**src/rtl/axis_rr_arbiter.sv**
```systemverilog
// Round-robin N:1 AXI-Stream arbiter. Beat-level rotation by default; AXIS_ARB_PACKET_LOCK_EN holds a grant to packet end or MAX_BURST beats.
// One registered output stage (1-cycle latency), one IDLE bubble per grant; owner tready follows the output register's free slot.
module axis_rr_arbiter #(
  parameter int N          = 4,
  parameter int DATA_WIDTH = 8,
  parameter int MAX_BURST  = 16
) (
  input  logic                    aclk,
  input  logic                    aresetn,
  input  logic [N-1:0]            s_axis_tvalid,
  output logic [N-1:0]            s_axis_tready,
  input  logic [N*DATA_WIDTH-1:0] s_axis_tdata,
  input  logic [N-1:0]            s_axis_tlast,
  output logic                    m_axis_tvalid,
  input  logic                    m_axis_tready,
  output logic [DATA_WIDTH-1:0]   m_axis_tdata,
  output logic                    m_axis_tlast,
  output logic [N-1:0]            grant
);

  localparam int IW = (N > 1) ? $clog2(N) : 1;

  typedef enum logic {IDLE, GRANT} state_t;

  state_t                state, state_nxt;
  logic [1:0]            rst_sync;
  logic                  rst_n;
  logic [IW-1:0]         ptr, owner, win, cand;
  logic                  win_found;
  logic [N-1:0]          win_oh;
  logic [7:0]            cnt;
  logic                  out_free, accept, rel;
  logic [DATA_WIDTH-1:0] owner_data;
  logic                  owner_last;

  // Assert asynchronously, release two edges after aresetn rises.
  always_ff @(posedge aclk or negedge aresetn) begin
    if (!aresetn) rst_sync <= '0;
    else          rst_sync <= {rst_sync[0], 1'b1};
  end
  assign rst_n = rst_sync[1];

  always_comb begin
    win       = '0;
    win_found = 1'b0;
    cand      = '0;
    win_oh    = '0;
    for (int k = 1; k <= N; k++) begin
      cand = IW'((int'(ptr) + k) % N);
      if (!win_found && s_axis_tvalid[cand]) begin
        win_found = 1'b1;
        win       = cand;
      end
    end
    win_oh[win] = 1'b1;
  end

  always_comb begin
    owner_data = '0;
    for (int i = 0; i < N; i++) begin
      if (owner == IW'(i)) owner_data = s_axis_tdata[i*DATA_WIDTH +: DATA_WIDTH];
    end
  end

  assign owner_last    = s_axis_tlast[owner];
  assign out_free      = !m_axis_tvalid || m_axis_tready;
  assign accept        = (state == GRANT) && s_axis_tvalid[owner] && out_free;
  assign s_axis_tready = ((state == GRANT) && out_free) ? grant : '0;

`ifdef AXIS_ARB_PACKET_LOCK_EN
  assign rel = owner_last || (cnt == 8'(MAX_BURST - 1));
`else
  assign rel = 1'b1;
`endif

  always_ff @(posedge aclk or negedge rst_n) begin
    if (!rst_n) state <= IDLE;
    else        state <= state_nxt;
  end

  always_comb begin
    state_nxt = state;
    case (state)
      IDLE:  if (win_found) state_nxt = GRANT;
      GRANT: if (accept && rel) state_nxt = IDLE;
      default: state_nxt = IDLE;
    endcase
  end

  always_ff @(posedge aclk or negedge rst_n) begin
    if (!rst_n) begin
      ptr           <= IW'(N - 1);
      owner         <= '0;
      grant         <= '0;
      cnt           <= '0;
      m_axis_tvalid <= 1'b0;
      m_axis_tdata  <= '0;
      m_axis_tlast  <= 1'b0;
    end else begin
      if (state == IDLE && win_found) begin
        owner <= win;
        grant <= win_oh;
        cnt   <= '0;
      end
      if (accept) begin
        m_axis_tvalid <= 1'b1;
        m_axis_tdata  <= owner_data;
        m_axis_tlast  <= owner_last;
        // Saturate so the count never wraps on long beat-level runs.
        if (cnt != 8'(MAX_BURST)) cnt <= cnt + 8'd1;
        if (rel) begin
          ptr   <= owner;
          grant <= '0;
        end
      end else if (m_axis_tready) begin
        m_axis_tvalid <= 1'b0;
      end
    end
  end

endmodule

```
**config.mk**
```make
export PLATFORM = sky130hd
export DESIGN_NAME = axis_rr_arbiter
export DESIGN_NICKNAME = d
export VERILOG_FILES = /design/src/rtl/axis_rr_arbiter.sv
export SDC_FILE = /design/constraint.sdc
export NUM_CORES = 1
export LEC_CHECK = 0
export ABC_AREA = 1
export BUFFER_PORTS_ARGS = -buffer_cell sky130_fd_sc_hd__buf_4
export CELL_PAD_IN_SITES_DETAIL_PLACEMENT = 1
export CELL_PAD_IN_SITES_GLOBAL_PLACEMENT = 2
export CORE_ASPECT_RATIO = 0.8
export CORE_MARGIN = 2
export CORE_UTILIZATION = 22
export CTS_CLUSTER_DIAMETER = 40
export CTS_CLUSTER_SIZE = 24
export DETAILED_ROUTE_END_ITERATION = 6
export PLACE_DENSITY_LB_ADDON = 0.1
export REMOVE_ABC_BUFFERS = 1
export SLEW_MARGIN = 20
export SYNTH_ARGS = -nofsm -noshare
export SYNTH_HDL_FRONTEND = slang
export SYNTH_SLANG_ARGS = --single-unit
```
**constraint.sdc**
```tcl
create_clock -name aclk -period 0.8 [get_ports aclk]
set_input_delay 0.04 -clock aclk [delete_from_list [all_inputs] [get_ports aclk]]
set_output_delay 0.04 -clock aclk [all_outputs]
set_load 0.01 [all_outputs]
```
# Yosys cells after proc, flatten, opt, wreduce, memory -nomap -nowiden
# Cells that the tools add are included.
# Widths: inputs -> output; s select.
[op_classes] eq_ne=3 mux=34 n_bitwise=1 reduce_logical=16 n_lt_le_gt_ge=7 addsub=4
[op_table] cell="$mux 8" n=4
[op_table] cell="$lt 2x3->1 const B" n=6
[op_table] cell="$mux 1" n=15
[op_table] cell="$bmux 1 s2" n=6
[op_table] cell="$mux 4" n=3
[op_table] cell="$logic_and 1x1->1" n=8
[op_table] cell="$mux 2" n=4
[op_table] cell="$add 2x1->2 const B" n=2
[op_table] cell="$add 2x2->2 const B" n=2
[op_table] cell="$eq 2x2->1 const B" n=2
[op_table] cell="$logic_not 1->1" n=4
[op_table] cell="$reduce_bool 2->1" n=2
[op_table] cell="$demux 1 s2" n=1
[op_table] cell="$eq 2x1->1 const B" n=1
[op_table] cell="$ge 2x1->1 const B" n=1
[op_table] cell="$logic_not 2->1" n=1
[op_table] cell="$pmux 1 s2" n=1
[op_table] cell="$logic_or 1x1->1" n=1
[op_table] cell="$not 1->1" n=1
[word_totals] wordCells=73 register_bits=21 out_inout_bits=18 in_bits=43

# Logic depth before layout (Yosys ltp)
# Gate-level depths: netlist of run 1.
[depth] ltp_word=19 mapped_depth=13 ltp_nobuf=12

# Worst setup path before layout of run 1
# OpenSTA, ideal clock, no wires.
[synth_path] path_type="register to register" from="register ptr[0]" to="register grant[2]" synth_period_minus_slack_ps=1523 path_buffers=1 stages_incl_launch_ff=13 required_time_ps=679 t_arrival_ps=1402 setup_slack_ps=-723 setup_ps=121 path_cell_list="dfstp_2 > buf_6 > inv_4 > nand2_1 > nand2_1 > nand2_1 > nand2_2 > nor2_4 > nand3_2 > nand2_4 > inv_4 > nand2_1 > o21ai_1"
[synth_between] elab_chain_cells=19 elab_cells_between_ends=35 classes_between="add/sub: 4; order compare: 2; mux: 20; reduce/logical: 9"
[synth_rtl] item="start: declaration" line="28" text="logic [IW-1:0] ptr, owner, win, cand;"
[synth_rtl] item="start signal: assignment" line="92" text="ptr <= IW'(N - 1);"
[synth_rtl] item="start signal: assignment" line="112" text="ptr <= owner;"
[synth_rtl] item="$add 2x1->2" line="49" text="cand = IW'((int'(ptr) + k) % N);"
[synth_rtl] item="$bmux 1 s2" line="50" text="if (!win_found && s_axis_tvalid[cand]) begin"
[synth_rtl] item="$mux 1 (not written as such)" line="50"
[synth_rtl] item="$mux 1" line="50"
[synth_rtl] item="$logic_not 1->1" line="50"
[synth_rtl] item="$logic_and 1x1->1" line="50"
[synth_rtl] item="$mux 1" line="50"
[synth_rtl] item="$logic_not 1->1" line="50"
[synth_rtl] item="[... 3 more ...]"
[synth_rtl] item="$logic_and 1x1->1" line="50"
[synth_rtl] item="$mux 2" line="50"
[synth_rtl] item="$lt 2x3->1 (not written as such) / $ge 2x1->1 (equally long branches)" line="55" text="win_oh[win] = 1'b1;"
[synth_rtl] item="$logic_and 1x1->1 (not written as such)" line="55"
[synth_rtl] item="$mux 1 (not written as such)" line="55"
[synth_rtl] item="$demux 1 s2" line="55"
[synth_rtl] item="$mux 4" line="100" text="if (state == IDLE && win_found) begin"
[synth_rtl] item="$mux 4" line="105" text="if (accept) begin"
[synth_rtl] item="end signal: assignment" line="102" text="grant <= win_oh;"
[synth_rtl] item="end: declaration" line="18" text="output logic [N-1:0] grant"
# Parallel ways exist; a longest one is shown, timed or not. The select of a mux whose other input is x is not followed.
# A chain may end at the register's enable or synchronous reset.

# Worst setup path in the final report of run 1
# Ends and elaborated chain as after synthesis.

==> results of run 1 <==
area by class of cell:
class | count | area, µm²
fill | 722 | 3082
timing repair buffer | 120 | 1060
multi-input combinational | 145 | 977.2
sequential | 21 | 529.3
inverter | 23 | 115.1
tap | 81 | 101.3
clock buffer | 4 | 45.04
timing repair inverter | 3 | 33.78
logic make-up after synthesis:
| kind of cell | Yosys count |
|---|---|
| other | 1 |
| DFF | 21 |
| AOI/OAI and AO/OA | 31 |
| and+or+nand+nor | 113 |
| buffers and inverters | 25 |
per-stage QoR:
step                      instances  cell area [µm²]
after global routing            397             2861
after global placement          356             2107
final                           397             2861
after detailed placement        356             2107
after floorplan                 189             1335
after CTS                       389             2670
cells in the mapped netlist, drive strengths merged:
master / instances
dfstp: 2
nand2: 88
inv: 22
a221oi: 7
a31oi: 1
nand3b: 1
nor2: 14
buf: 2
a21oi: 1
clkinv: 1
o22ai: 1
nand4: 1
nand3: 9
dfrtp: 19
a41oi: 1
a22oi: 1
conb: 1
o21ai: 19
sequential cells by signal, indices dropped and copies added (netlist names):
register	cells
rst_sync	2
ptr	2
grant	4
owner	2
m_axis_tlast	1
state	1
m_axis_tdata	8
m_axis_tvalid	1
metal layers:
| layer | wire length [µm] | global-route usage, % | up-vias | share of wire [%] |
|---|---|---|---|---|
| met5 | 0 | 0 | - | 0 |
| met4 | 25 | 4.312 | 0 | 0.48 |
| met3 | 205 | 2.229 | 2 | 3.9 |
| met2 | 2412 | 24.18 | 41 | 46 |
| met1 | 2618 | 23.09 | 799 | 50 |
| li1 | - | - | 874 | - |
timing repair:
item,4_1_cts,5_1_grt
hold endpoints to repair,3,0
hold buffers,2,0
pin swaps,17,28
gates resized for setup,92,42
endpoints found under the setup margin,37,37
setup buffers,27,12
gates cloned,3,0
power by group through the flow:
stage / registers, mW / clock network, mW / logic (mW)
floorplan: 2.01 / 0 / 2.84
global placement: 1.89 / 0 / 5.41
detailed placement: 1.90 / 0 / 5.39
CTS: 1.93 / 0.733 / 7.88
global route: 2.02 / 0.759 / 9.49
finish: 1.97 / 0.693 / 8.68
worst min-delay path, stage by stage:
cell,delay [ns]
buf_4,0.09
a221oi_2,0.05
o21ai_1,0.11
worst min-delay path by stage:
stage | startpoint | to | slack [ns] | depth (start not counted)
floorplan | aresetn | rst_sync[0]$_DFF_PN0_ | -0.26 | 0
global placement | aresetn | rst_sync[1]$_DFF_PN0_ | -0.18 | 1
detailed placement | aresetn | rst_sync[1]$_DFF_PN0_ | -0.18 | 1
CTS | s_axis_tdata[17] | m_axis_tdata[1]$_DFFE_PN0P_ | 0.06 | 3
global route | s_axis_tdata[22] | m_axis_tdata[6]$_DFFE_PN0P_ | 0.07 | 3
finish | s_axis_tdata[22] | m_axis_tdata[6]$_DFFE_PN0P_ | 0.07 | 3
==> results.json, run 1 <==
{
  "antenna_found_initial": 0,
  "worst_path_largest_cell_delay_ns": 0.61,
  "hold_viol_final": 0,
  "die_area_um2": 6819,
  "dp_hpwl_mm": 3.566,
  "h-tree-depth": 1,
  "endpoint": "grant[2]$_DFFE_PN0P_",
  "rrSetupSlack_ns": -0.85,
  "synth_seq_cells": 21,
  "diodes": 0,
  "syn_inst": 191,
  "synth_simple_gate_area_share_pct": 37.05,
  "drive_gt1_share_pct": 65.51,
  "layout_commonest_cell": "buf_4",
  "first_pass_iters": 4,
  "nets": 360,
  "peakVddDrop_uv": 1130,
  "fmax_ghz": 0.6064,
  "viasPerCell": 4.322,
  "dpl_worst_slack_ns": -0.9517,
  "required_ns": 0.95,
  "yosys.area_share.adder_pct": 0,
  "cts_sinks": 21,
  "critical_path_class": "reg -> reg",
  "core-area_um2": 5943,
  "p_seq_share_pct": 17.3,
  "internal_power_mw": 6.196,
  "worstRegToRegCells": 12,
  "yosys.area_share.xor_xnor_pct": 0,
  "place.gp.congestion": 0.7785,
  "synth_area_leaders": "dfrtp_1 35%, nand2_1 23%, inv_1 4.7%, a221oi_1 4.5%, o21ai_0 4.4%",
  "wl_per_cell_um": 13.26,
  "crit_start": "ptr[0]$_DFFE_PN1P_",
  "tritoncts": "built",
  "critPathMaxFanout": 6,
  "grt_use_total_pct": 15.66,
  "clkLatencyLatePin_ns": 0.26,
  "die_h_um": 74.26,
  "synth_area_um2": 1358,
  "root_buffer": "clkbuf_8",
  "synth_top_family_by_area": "simple AND/OR/NAND/NOR gates",
  "p_sw_share_pct": 45.35,
  "rsz0062_at_grt": "true",
  "area_growth_pct": 110.8,
  "maxCapViolations": 0,
  "drt-initial-drc-count": 25,
  "fin_crit_sh_pct": 206.1,
  "cts_buffers": 3,
  "startpoint_type": "flip-flop",
  "syn_avg_cell_area_um2": 7.108,
  "cp_num_buf_inv": 2,
  "start_util_pct": 22.84,
  "violations": "negative setup slack",
  "setup_viol": 37,
  "synth_cell_types": 29,
  "power_mw": 11.34,
  "vias": 1716,
  "grt_max_degree": 20,
  "cts_buffer_depth": 2,
  "p_leak_nw": 1.425,
  "final_util_pct": 48.15,
  "drt-total-wl_mm": 5.263,
  "period_needed_ns": 1.649,
  "synth-seq-area-share_pct": 38.89,
  "hold_class": "in -> reg",
  "crit_slowest_cell": "dfstp_2",
  "reg2reg_from": "ptr[0]$_DFFE_PN1P_",
  "yosysWarnings": 0,
  "grt_overflow": 0,
  "path_cells": "inv_4 -> buf_6 -> nand2_1 -> nand3_1 -> nand2_1 -> nand2_1 -> nand2_1 -> nand2_1 -> nand2_2 -> nand2_1 -> nand2_1 -> o21ai_1",
  "synth_compound_area_share_pct": 15.02,
  "maxSlewViolCount": 0,
  "drc": 0,
  "die_w_um": 91.83,
  "r2r_end": "grant[2]$_DFFE_PN0P_",
  "status": "finished, violations left",
  "grt_pass1_vias": 1768,
  "p_switching_mw": 5.141,
  "p_per_area_nw_per_um2": 3962,
  "num_rows": 25,
  "ioPinCount": 61,
  "cp-end-kind": "flip-flop",
  "io_buffers": 60,
  "path_delay_family": "simple AND/OR/NAND/NOR gates",
  "fin_ws_ns": -0.8490,
  "yosysTopAreaCell": "dfrtp_1",
  "clkPwrFrac_pct": 6.1,
  "cp.arrival_ns": 1.80,
  "path_clk_slew_ns": 0.08,
  "grt_pass1_wl_mm": 8.549,
  "holdWs_ns": 0.06734,
  "mostFrequentLayoutCells": "84 x buf_4, 52 x nand2_1, 31 x nand2_2, 31 x buf_6, 18 x dfrtp_1",
  "setup_tns_ns": -16.50,
  "combinationalPowerShare_pct": 76.5,
  "synthMuxAreaShare_pct": 0,
  "detail-route-antenna-nets": 0,
  "cpMostUsedCell": "nand2_1",
  "skew_ns": 0.004102,
  "synth_top_cell_area_share_pct": 35.02,
  "path_depth": 12
}
Note: power is estimated with default switching activity, not from simulation.
==> run 2: changes to the inputs <==
--- a/config.mk
+++ b/config.mk
@@ -12,6 +12,7 @@
 export CORE_ASPECT_RATIO = 0.8
 export CORE_MARGIN = 2
 export CORE_UTILIZATION = 22
+export CTS_BUF_LIST = sky130_fd_sc_hd__clkbuf_16
 export CTS_CLUSTER_DIAMETER = 40
 export CTS_CLUSTER_SIZE = 24
 export DETAILED_ROUTE_END_ITERATION = 6
==> run 2 against run 1 <==
Net effect: the run still ends with negative setup slack left; register-to-register slack about the same; worst setup slack lost 0.013 ns; critical path depth down 1; critical path type unchanged; critical endpoint unchanged; largest power group unchanged; via count decreased by 2.2%; first-iteration DRC count fell by 20%; sequential share of layout area grew 0.23 points; clock skew shrank 0.0017 ns; cell count is 1.3% lower; core utilization is 0.59 points lower; fmax down 0.79%.
==> results.json, run 2 (synthesized netlist as in run 1, its figures left out) <==
{
  "drt-initial-drc-count": 20,
  "hold_path.startpoint": "s_axis_tdata[16]",
  "hold_path_end": "m_axis_tdata[0]$_DFFE_PN0P_",
  "area_growth_pct": 108.2,
  "critPathMaxFanout": 6,
  "maxCapViolations": 0,
  "wl_per_cell_um": 13.55,
  "num_rows": 25,
  "rrSetupSlack_ns": -0.86,
  "regMostFlops": "m_axis_tdata",
  "nets": 355,
  "p_seq_share_pct": 17.0,
  "dpl_worst_slack_ns": -0.9517,
  "reg.largest.list": "m_axis_tdata x8, grant x4",
  "internal_power_mw": 6.421,
  "grt_overflow": 0,
  "fin_crit_sh_pct": 207.8,
  "die_w_um": 91.83,
  "setup_tns_ns": -16.43,
  "first_pass_iters": 4,
  "p_leak_nw": 1.431,
  "p_switching_mw": 5.138,
  "grt_pass1_vias": 1728,
  "cp.arrival_ns": 1.80,
  "worst_path_largest_cell_delay_ns": 0.60,
  "io_buffers": 60,
  "detail-route-antenna-nets": 0,
  "largest_reg_flops": 8,
  "fmax_ghz": 0.6017,
  "setup_viol": 37,
  "grt_max_degree": 20,
  "required_ns": 0.94,
  "cp_num_buf_inv": 3,
  "startpoint_type": "flip-flop",
  "core-area_um2": 5943,
  "h-tree-depth": 1,
  "peakVddDrop_uv": 1062,
  "diodes": 0,
  "p_per_area_nw_per_um2": 4089,
  "clkLatencyLatePin_ns": 0.25,
  "cpMostUsedCell": "nand2_2",
  "crit_start": "ptr[0]$_DFFE_PN1P_",
  "fin_ws_ns": -0.8621,
  "combinationalPowerShare_pct": 73.9,
  "antenna_found_initial": 0,
  "dp_cells": 356,
  "maxSlewViolCount": 0,
  "reg2reg_from": "ptr[0]$_DFFE_PN1P_",
  "grt_pass1_wl_mm": 8.397,
  "path_clk_slew_ns": 0.06,
  "hold_viol_final": 0,
  "tritoncts": "built",
  "die_h_um": 74.26,
  "p_sw_share_pct": 44.45,
  "period_needed_ns": 1.662,
  "die_area_um2": 6819,
  "drt-total-wl_mm": 5.312,
  "skew_ns": 0.002410,
  "path_cells": "inv_4 -> buf_6 -> nand2_2 -> nand2_2 -> nor2_4 -> nor2_2 -> nand3_4 -> nand2_4 -> buf_4 -> nand3_1 -> o21ai_1",
  "drive_gt1_share_pct": 63.34,
  "path_delay_family": "flip-flops",
  "worstRegToRegCells": 11,
  "crit_slowest_cell": "dfstp_2",
  "viasPerCell": 4.281,
  "critical_path_class": "reg -> reg",
  "cts_buffers": 3,
  "place.gp.congestion": 0.7785,
  "grt_use_total_pct": 15.49,
  "path_depth": 11,
  "dp_hpwl_mm": 3.566,
  "ioPinCount": 61,
  "vias": 1678,
  "root_buffer": "clkbuf_16",
  "start_util_pct": 22.84,
  "cp-end-kind": "flip-flop",
  "cts_buffer_depth": 2,
  "mostFrequentLayoutCells": "82 x buf_4, 55 x nand2_1, 29 x nand2_2",
  "final_util_pct": 47.56,
  "clkPwrFrac_pct": 9.1,
  "whs_path_depth": 3,
  "hold_class": "in -> reg",
  "rsz0062_at_grt": "true",
  "r2r_end": "grant[2]$_DFFE_PN0P_",
  "layout_commonest_cell": "buf_4",
  "violations": "negative setup slack",
  "drc": 0,
  "cts_sinks": 21,
  "fin_cells": 392,
  "status": "finished, violations left"
}
run 2: power by group through the flow:
| stage | registers [mW] | logic (mW) | clock network (mW) |
|---|---|---|---|
| after detailed placement | 1.90 | 5.39 | 0 |
| after global routing | 2.02 | 9.31 | 1.12 |
| after floorplan | 2.01 | 2.84 | 0 |
| after CTS | 1.93 | 7.90 | 1.08 |
| after global placement | 1.89 | 5.41 | 0 |
| final | 1.97 | 8.54 | 1.05 |
run 2: layout make-up:
class / instances / area [µm²]
well taps: 81 / 101.3
multi-input cells: 145 / 947.2
repair inverters: 3 / 38.79
inverters: 23 / 102.6
fillers: 727 / 3117
repair buffers: 115 / 1028
clock inverters: 1 / 3.754
flip-flops and latches: 21 / 529.3
clock buffers: 3 / 75.07
run 2: timing repair:
action / 4_1_cts / 5_1_grt
gates cloned: 3 / 0
endpoints found under the hold margin: 3 / 0
endpoints found under the setup margin: 37 / 37
hold buffers: 2 / 0
resized for setup: 89 / 33
buffers inserted: 28 / 5
pin swaps: 19 / 27
run 2: worst min-delay path, cell delays in order:
cell and delay (ns):
buf_4 0.07, a221oi_1 0.08, o21ai_2 0.11
run 2: metrics by stage:
stage | power [mW] | area, µm² | hold WS (ns)
after detailed placement | 7.293 | 2107 | -0.1768
after global routing | 12.44 | 2826 | 0.09691
final | 11.56 | 2826 | 0.07824
after floorplan | 4.846 | 1335 | -0.2556
after CTS | 10.91 | 2700 | 0.07922
after global placement | 7.303 | 2107 | -0.1771
run 2: worst max-delay path by stage:
stage / end / slack [ns]
final: grant[2]$_DFFE_PN0P_ / -0.86
after global routing: grant[2]$_DFFE_PN0P_ / -0.97
after CTS: grant[2]$_DFFE_PN0P_ / -0.87
after detailed placement: grant[2]$_DFFE_PN0P_ / -0.95
after global placement: grant[2]$_DFFE_PN0P_ / -0.96
after floorplan: grant[2]$_DFFE_PN0P_ / -0.72
run 2: metal layers:
layer / vias up / global-route usage [%] / share of wire [%]
li1: 858 / - / -
met1: 773 / 22.96 / 49
met2: 42 / 23.94 / 46
met3: 5 / 1.824 / 3.9
met4: 0 / 4.478 / 1.1
met5: - / 0 / 0
